==> src/rtl/audio_mix_seq.sv <==
// audio_mix_seq: tick-driven stereo mixer that sums SLOTS 8-bit sources through a per-slot enable/gain table.
// Optional build macro AUDIO_MIX_SAT_EN clamps outputs to 12'hFFF instead of wrapping.
module audio_mix_seq #(
    parameter int SLOTS = 8
) (
    input  logic                 clock,
    input  logic                 reset,
    input  logic                 tick,
    input  logic [8*SLOTS-1:0]   src,
    input  logic                 cfg_we,
    input  logic [2:0]           cfg_addr,
    input  logic [3:0]           cfg_data,
    output logic [11:0]          left,
    output logic [11:0]          right,
    output logic                 valid,
    output logic                 busy,
    output logic                 overrun
);

    // state | meaning
    // IDLE  | waiting for tick
    // LATCH | snapshot held, accumulators and slot counter cleared
    // ACC   | one slot accumulated per cycle
    // DONE  | result on left/right, valid high
    typedef enum logic [1:0] {
        IDLE  = 2'd0,
        LATCH = 2'd1,
        ACC   = 2'd2,
        DONE  = 2'd3
    } state_t;

    state_t state, state_nxt;

    logic [8*SLOTS-1:0] snap;
    logic [3:0]         tbl [SLOTS];
    logic [2:0]         slot;
    logic               last_slot;
    logic [3:0]         entry;
    logic [7:0]         sample;
    logic [10:0]        term;
    logic [13:0]        acc_l, acc_r;
    logic [13:0]        acc_l_nxt, acc_r_nxt;

    always_ff @(posedge clock) begin
        if (reset) begin
            state <= IDLE;
        end else begin
            state <= state_nxt;
        end
    end

    always_comb begin
        state_nxt = state;
        case (state)
            IDLE:    if (tick) state_nxt = LATCH;
            LATCH:   state_nxt = ACC;
            ACC:     if (last_slot) state_nxt = DONE;
            DONE:    state_nxt = IDLE;
            default: state_nxt = IDLE;
        endcase
    end

    always_comb begin
        valid = (state == DONE);
        busy  = (state != IDLE);
    end

    always_ff @(posedge clock) begin
        if (reset) begin
            for (int i = 0; i < SLOTS; i++) begin
                tbl[i] <= 4'b1100;
            end
        end else if (cfg_we && (int'(cfg_addr) < SLOTS)) begin
            tbl[cfg_addr] <= cfg_data;
        end
    end

    // Table is read combinationally, so a write landing this cycle only affects later slots.
    always_comb begin
        last_slot = (slot == 3'(SLOTS - 1));
        entry     = tbl[slot];
        sample    = snap[{slot, 3'b000} +: 8];
        term      = {3'b000, sample} << entry[1:0];
        acc_l_nxt = acc_l + (entry[3] ? {3'b000, term} : 14'd0);
        acc_r_nxt = acc_r + (entry[2] ? {3'b000, term} : 14'd0);
    end

    // Outputs load on the final ACC edge so they are already valid during DONE.
    always_ff @(posedge clock) begin
        if (reset) begin
            snap    <= '0;
            acc_l   <= '0;
            acc_r   <= '0;
            slot    <= '0;
            left    <= '0;
            right   <= '0;
            overrun <= 1'b0;
        end else begin
            overrun <= tick && busy;
            case (state)
                IDLE: begin
                    if (tick) begin
                        snap <= src;
                    end
                end
                LATCH: begin
                    acc_l <= '0;
                    acc_r <= '0;
                    slot  <= '0;
                end
                ACC: begin
                    acc_l <= acc_l_nxt;
                    acc_r <= acc_r_nxt;
                    if (!last_slot) begin
                        slot <= slot + 3'd1;
                    end else begin
`ifdef AUDIO_MIX_SAT_EN
                        left  <= (acc_l_nxt > 14'd4095) ? 12'hFFF : acc_l_nxt[11:0];
                        right <= (acc_r_nxt > 14'd4095) ? 12'hFFF : acc_r_nxt[11:0];
`else
                        left  <= acc_l_nxt[11:0];
                        right <= acc_r_nxt[11:0];
`endif
                    end
                end
                default: ;
            endcase
        end
    end

endmodule

==> config.mk <==
export PLATFORM = sky130hd
export DESIGN_NAME = audio_mix_seq
export DESIGN_NICKNAME = d
export VERILOG_FILES = /design/src/rtl/audio_mix_seq.sv
export SDC_FILE = /design/constraint.sdc
export NUM_CORES = 1
export LEC_CHECK = 0
export BUFFER_PORTS_ARGS = -buffer_cell sky130_fd_sc_hd__buf_2
export CELL_PAD_IN_SITES_DETAIL_PLACEMENT = 0
export CELL_PAD_IN_SITES_GLOBAL_PLACEMENT = 1
export CORE_UTILIZATION = 40
export DETAILED_ROUTE_END_ITERATION = 8
export GPL_ROUTABILITY_DRIVEN = 1
export PLACE_DENSITY = 0.8
export RECOVER_POWER = 50
export SYNTH_ARGS = -nofsm -noshare
export SYNTH_HDL_FRONTEND = slang
export SYNTH_SLANG_ARGS = --single-unit
==> constraint.sdc <==
create_clock -name clock -period 10 [get_ports clock]
set_input_delay 0.5 -clock clock [delete_from_list [all_inputs] [get_ports clock]]
set_output_delay 0.5 -clock clock [all_outputs]
set_load 0.01 [all_outputs]
Word level (Yosys, flattened, before mapping)

Memories as Yosys holds them, arrays and structs flattened. A register that Yosys moved wholly into a read port is not among the register bits.
Cells that the tools add are included.

Register bits: 122
Bits in latches: 0
RAM bits: 32
Bits in read-only memories: 0
Bits of input ports: 75
Output and inout bits: 27
Word-level logic and storage cells: 49
Memories kept: 1

Add/subtract/negate cells: 3
Multiply operators: 0
Div/mod/pow operators: 0
$lt $le $gt $ge: 0
Equal/unequal tests: 7
Shifts and indexed selects: 2
Muxes and demuxes: 19
Bitwise operators: 0
Reductions and logical operators: 9

Memories:

| name | depth | bits a word | rd ports | clocked after Yosys merged registers in | write ports | RTL line | text |
|---|---|---|---|---|---|---|---|
| tbl  | 8     | 4           | 1        | 1                                       | 8           | 35       | `logic [3:0] tbl [SLOTS];` |

Operators with widths:

| kind                                                                  | number |
|---|---|
| 64-bit by 7-bit variable part select with 8-bit output                | 1 |
| 14-bit one-hot mux with 2 select lines                                | 2 |
| 14-bit by 11-bit adder with 14-bit output                             | 2 |
| 11-bit 2-to-1 mux                                                     | 2 |
| 3-bit 2-to-1 mux                                                      | 4 |
| 8-bit by 2-bit << shifter with 11-bit output                          | 1 |
| 2-bit one-hot mux with 4 select lines                                 | 1 |
| 2-bit AND reduction                                                   | 4 |
| 1-bit 2-to-1 mux                                                      | 6 |
| 2-bit inequality test, second input constant                          | 3 |
| 3-bit one-hot mux with 2 select lines                                 | 1 |
| 2-bit equality test, second input constant                            | 2 |
| 2-bit 2-to-1 mux                                                      | 2 |
| 4-bit 2-to-1 mux                                                      | 1 |
| 2-bit nonzero test                                                    | 2 |
| 4-bit OR reduction                                                    | 1 |
| 3-bit by 1-bit adder with 3-bit output, second input constant         | 1 |
| 3-bit equality test, second input constant                            | 1 |
| 2-bit by 1-bit equality test with 1-bit output, second input constant | 1 |
| 2-bit logical NOT                                                     | 1 |
| 1-bit logical AND                                                     | 1 |

Logic depth before layout (Yosys ltp)

Word-level depth: 5
Mapped depth: 14
Depth with buffers taken out: 12

Worst setup path before layout

OpenSTA, ideal clock, no wires.

Path type: reg-to-reg
From: register slot[0]
To: register acc_l[11]
Setup time: 74 ps
Arrival: 3293 ps
Required time: 9926 ps
Path slack: 6633 ps
Cell stages (with the launch flop): 13
Path buffers: 1
Period minus slack after synthesis: 3367 ps
Path through: dfxtp_1 buf_6 mux4_1 mux2_2 mux2i_1 or2_1 inv_1 ha_1 a211oi_1 o211ai_1 and3b_1 or4_1 a31oi_1

Word-level cells in the longest chain between the ends: 5

RTL lines:

| item                                                   | RTL line | text |
|---|---|---|
| from (decl)                                            | 36       | `logic [2:0] slot;` |
| from (signal assigned)                                 | 115      | `slot <= slot + 3'd1;` |
| 64-bit by 7-bit variable part select with 8-bit output | 82       | `sample = snap[{slot, 3'b000} +: 8];` |
| 8-bit by 2-bit << shifter with 11-bit output           | 83       | `term = {3'b000, sample} << entry[1:0];` |
| 11-bit 2-to-1 mux                                      | 84       | `acc_l_nxt = acc_l + (entry[3] ? {3'b000, term} : 14'd0);` |
| 14-bit by 11-bit adder with 14-bit output              | 84       |  |
| 14-bit one-hot mux with 2 select lines                 | 100      | `case (state)` |
| to (signal assigned)                                   | 112      | `acc_l <= acc_l_nxt;` |
| to (decl)                                              | 41       | `logic [13:0] acc_l, acc_r;` |

No other way between the ends.
A chain may end at the register's enable or synchronous reset.

==> results.py <==
metrics = {
    "synthesis": {
        "synth-simple-area-share_pct": 20.8,
        "syn_nets": 952,
        "synthArstFlopShare_pct": 0,
        "synthAdderAreaFrac_pct": 4.82,
        "avgSynthCellArea_sq_um": 9.25,
        "synthCells": 848,
        "synth_ff_type": "dfxtp_1",
        "synth_top_family_by_area": "simple AND/OR/NAND/NOR gates",
        "ys_ff_latch": 153,
        "synth_xor_area_share_pct": 0.781,
        "synth_cell_type_count": 64,
        "synth_top_area_share_pct": 30.9,
        "netlist.top_cell.by_area": "dfxtp_1",
        "synth.area.top_cells": "dfxtp_1, edfxtp_1, nand2_1",
        "synthMuxAreaShare_pct": 11.0,
        "synth_compound_area_share_pct": 14.9,
        "netlist_area_sq_um": 7850,
        "seq_area_frac_synth_pct": 43.1,
        "synth_edf_count": 32,
        "ys_warn_count": 0,
    },
    "critical_path": {
        "cp_slowest_cell": "clkbuf_1",
        "slowest_delay_ps": 2380,
        "required_ps": 10160,
        "path_max_fanout": 82,
        "crit_buf_inv": 2,
        "path_common_cell": "clkbuf_1",
        "cp.arrival_ps": 5470,
        "worstPathCellList": "clkbuf_1, clkbuf_1, or2_2, o32ai_1",
        "crit_family": "buffers and inverters",
        "critical_path_class": "input pin to flop",
        "startpoint_type": "input pin",
        "cp-end-kind": "flop",
    },
    "die": {
        "dieHeight_um": 142,
        "core-area_sq_um": 19000,
        "io_pins": 102,
        "initial_core_util_pct": 41.4,
        "die_w_um": 142,
        "die_area_sq_um": 20200,
        "num_rows": 50,
    },
    "sta": {
        "slew_viol_final": 149,
        "setup_tns_ps": 0,
        "hold_viol_final": 0,
        "slew_headroom_pct": -115,
        "rsz0062_at_grt": "false",
        "fin_crit_sh_pct": 53.0,
        "clock_skew_ps": 9.10,
        "finalSetupViolations": 0,
        "max_freq_mhz": 189,
        "period_needed_ps": 5300,
        "worst_pin_slew_ps": 3230,
    },
    "cts": {
        "clkTransAtPathRegs_ps": 60,
        "cts_tree": "done",
        "clk_latency_ps": 430,
        "cts_num_sinks": 153,
        "numCtsBuffers": 17,
        "postCtsSetupBuffers": 0,
        "root_buffer": "clkbuf_16",
        "post_cts_resized": 0,
        "postCtsHoldBufs": 0,
        "clockBufferDepth": 2,
        "cts_max_level": 4,
    },
    "finish": {
        "layout-drive-gt1-share_pct": 15.4,
        "area_growth_pct": 13.6,
        "antenna_cells": 0,
        "final_net_count": 1021,
        "layout_commonest_cell": "nand2_1",
        "final_cell_mix": "nand2_1, dfxtp_1, a21oi_1, buf_2, nor2_1",
    },
    "grt": {
        "antenna_found_initial": 0,
        "gr-total-overflow": 0,
        "grt_max_degree": 83,
        "grt_pass1_vias": 5715,
        "grt_pass1_wl_um": 29700,
        "grtUsageTotal_pct": 19.1,
    },
    "power": {
        "p_sw_mw": 0.573,
        "p_sw_share_pct": 32.6,
        "p_seq_share_pct": 41.8,
        "intPower_mw": 1.18,
        "power_density_nw_per_um2": 197,
        "p_leak_nw": 3.37,
        "power_mw": 1.76,
        "ir_drop_uv": 116,
        "combPwrFrac_pct": 23.9,
        "clkPwrFrac_pct": 34.3,
    },
    "placed_design": {
        "portBuffers": 101,
        "gp_congestion": 0.855,
        "detailed_place_hpwl_um": 13500,
    },
    "run_status": {
        "violations": "max-capacitance violations, max-slew violations",
        "outcome": "finished with violations",
    },
    "flow_run": {
        "maxCapViolations": 2,
    },
    "min_path": {
        "holdCritPathClass": "input pin to flop",
    },
    "detailed_routing": {
        "wire_per_inst_um": 15.8,
        "drtAntennaViolNets": 0,
        "drt_iter0_markers": 340,
        "vias": 6200,
        "via_per_inst": 5.21,
        "post-route-drc-count": 0,
        "first_pass_iters": 4,
        "wl_um": 18800,
    },
}
[layer usage]
metal | up-vias | global-route usage [%] | routed length (um)
met5 | - | 0 | 0
met4 | 0 | 6.40 | 148
met3 | 9 | 3.47 | 657
met2 | 103 | 29.6 | 8770
met1 | 2922 | 26.7 | 9260
li1 | 3166 | - | -
[area by class of cell]
class / count / area, sq um
Tap cell: 260 / 325
Multi-Input combinational cell: 621 / 4110
Clock buffer: 21 / 444
Timing Repair Buffer: 104 / 489
Inverter: 20 / 75.1
Clock inverter: 10 / 95.1
Fill cell: 1851 / 10000
Sequential cell: 153 / 3380
[cells by family after synthesis]
family	count (synthesis)
multiplexers	46
AO/OA/AOI/OAI	191
AND/OR/NAND/NOR	348
flip-flops	153
XOR/XNOR	7
buffers and inverters	74
adder cells (fa/ha/maj)	29
[power by group through the flow]
| stage | Clock [mW] | Combinational [mW] | Sequential [mW] |
|---|---|---|---|
| after detailed placement | 0 | 0.425 | 0.747 |
| final | 0.602 | 0.420 | 0.735 |
| after floorplan | 0 | 0.326 | 0.725 |
| after global placement | 0 | 0.422 | 0.745 |
| after global routing | 0.634 | 0.469 | 0.742 |
| after CTS | 0.612 | 0.425 | 0.734 |
[stage by stage]
stage               hold WS [ps]  utilization [%]  setup WS (ps)  area [sq um]  cells
finish                       309             47.0           4700          8920   1189
global route                 302             47.0           4100          8920   1189
CTS                          294             47.3           5660          8960   1189
detailed placement           443             44.4           5670          8420   1158
global placement             438             44.4           5770          8420   1158
floorplan                    432                -           6630          7850    848
[registers in the layout, summed over array words and instances (netlist names), named ones only]
| name | cells |
|---|---|
| snap | 64 |
| tbl | 32 |
| acc_l | 12 |
| acc_r | 12 |
| left | 12 |
| right | 12 |
| slot | 3 |
| state | 2 |
| overrun | 1 |
[cell usage after synthesis, types with 3 or more instances]
cell type,count
a211o_1,5
a211oi_1,4
a21o_1,10
a21oi_1,97
a22oi_1,8
a31oi_1,4
and2_1,21
and3_1,4
buf_1,5
buf_6,3
clkbuf_1,39
dfxtp_1,121
edfxtp_1,32
ha_1,27
inv_1,20
mux2_2,8
mux2i_1,8
mux2i_2,3
mux4_1,13
mux4_2,11
nand2_1,169
nand2b_1,12
nand3_1,12
nand3b_1,14
nand4_1,5
nor2_1,51
nor2b_1,4
nor3_1,13
nor3b_1,6
o211ai_1,7
o21a_1,6
o21ai_0,13
o21bai_1,3
o221ai_1,3
o22ai_1,11
o31ai_1,3
o32ai_1,6
or2_2,10
or3_1,14
or4_1,3
xnor2_1,5
[tightest hold or removal path: stages]
cell	delay, ps
buf_2	90
nand2_1	40
a21oi_1	50
[final timing paths]
path         startpoint       end  slack [ps]  cells after the start
min reg2reg    snap[47]  snap[47]         450                      2
max               reset  acc_l[6]        4700                      4
max reg2reg     slot[0]   left[9]        5630                     11
min             src[14]  snap[14]         310                      3
Power figures use the tool's default switching activity.
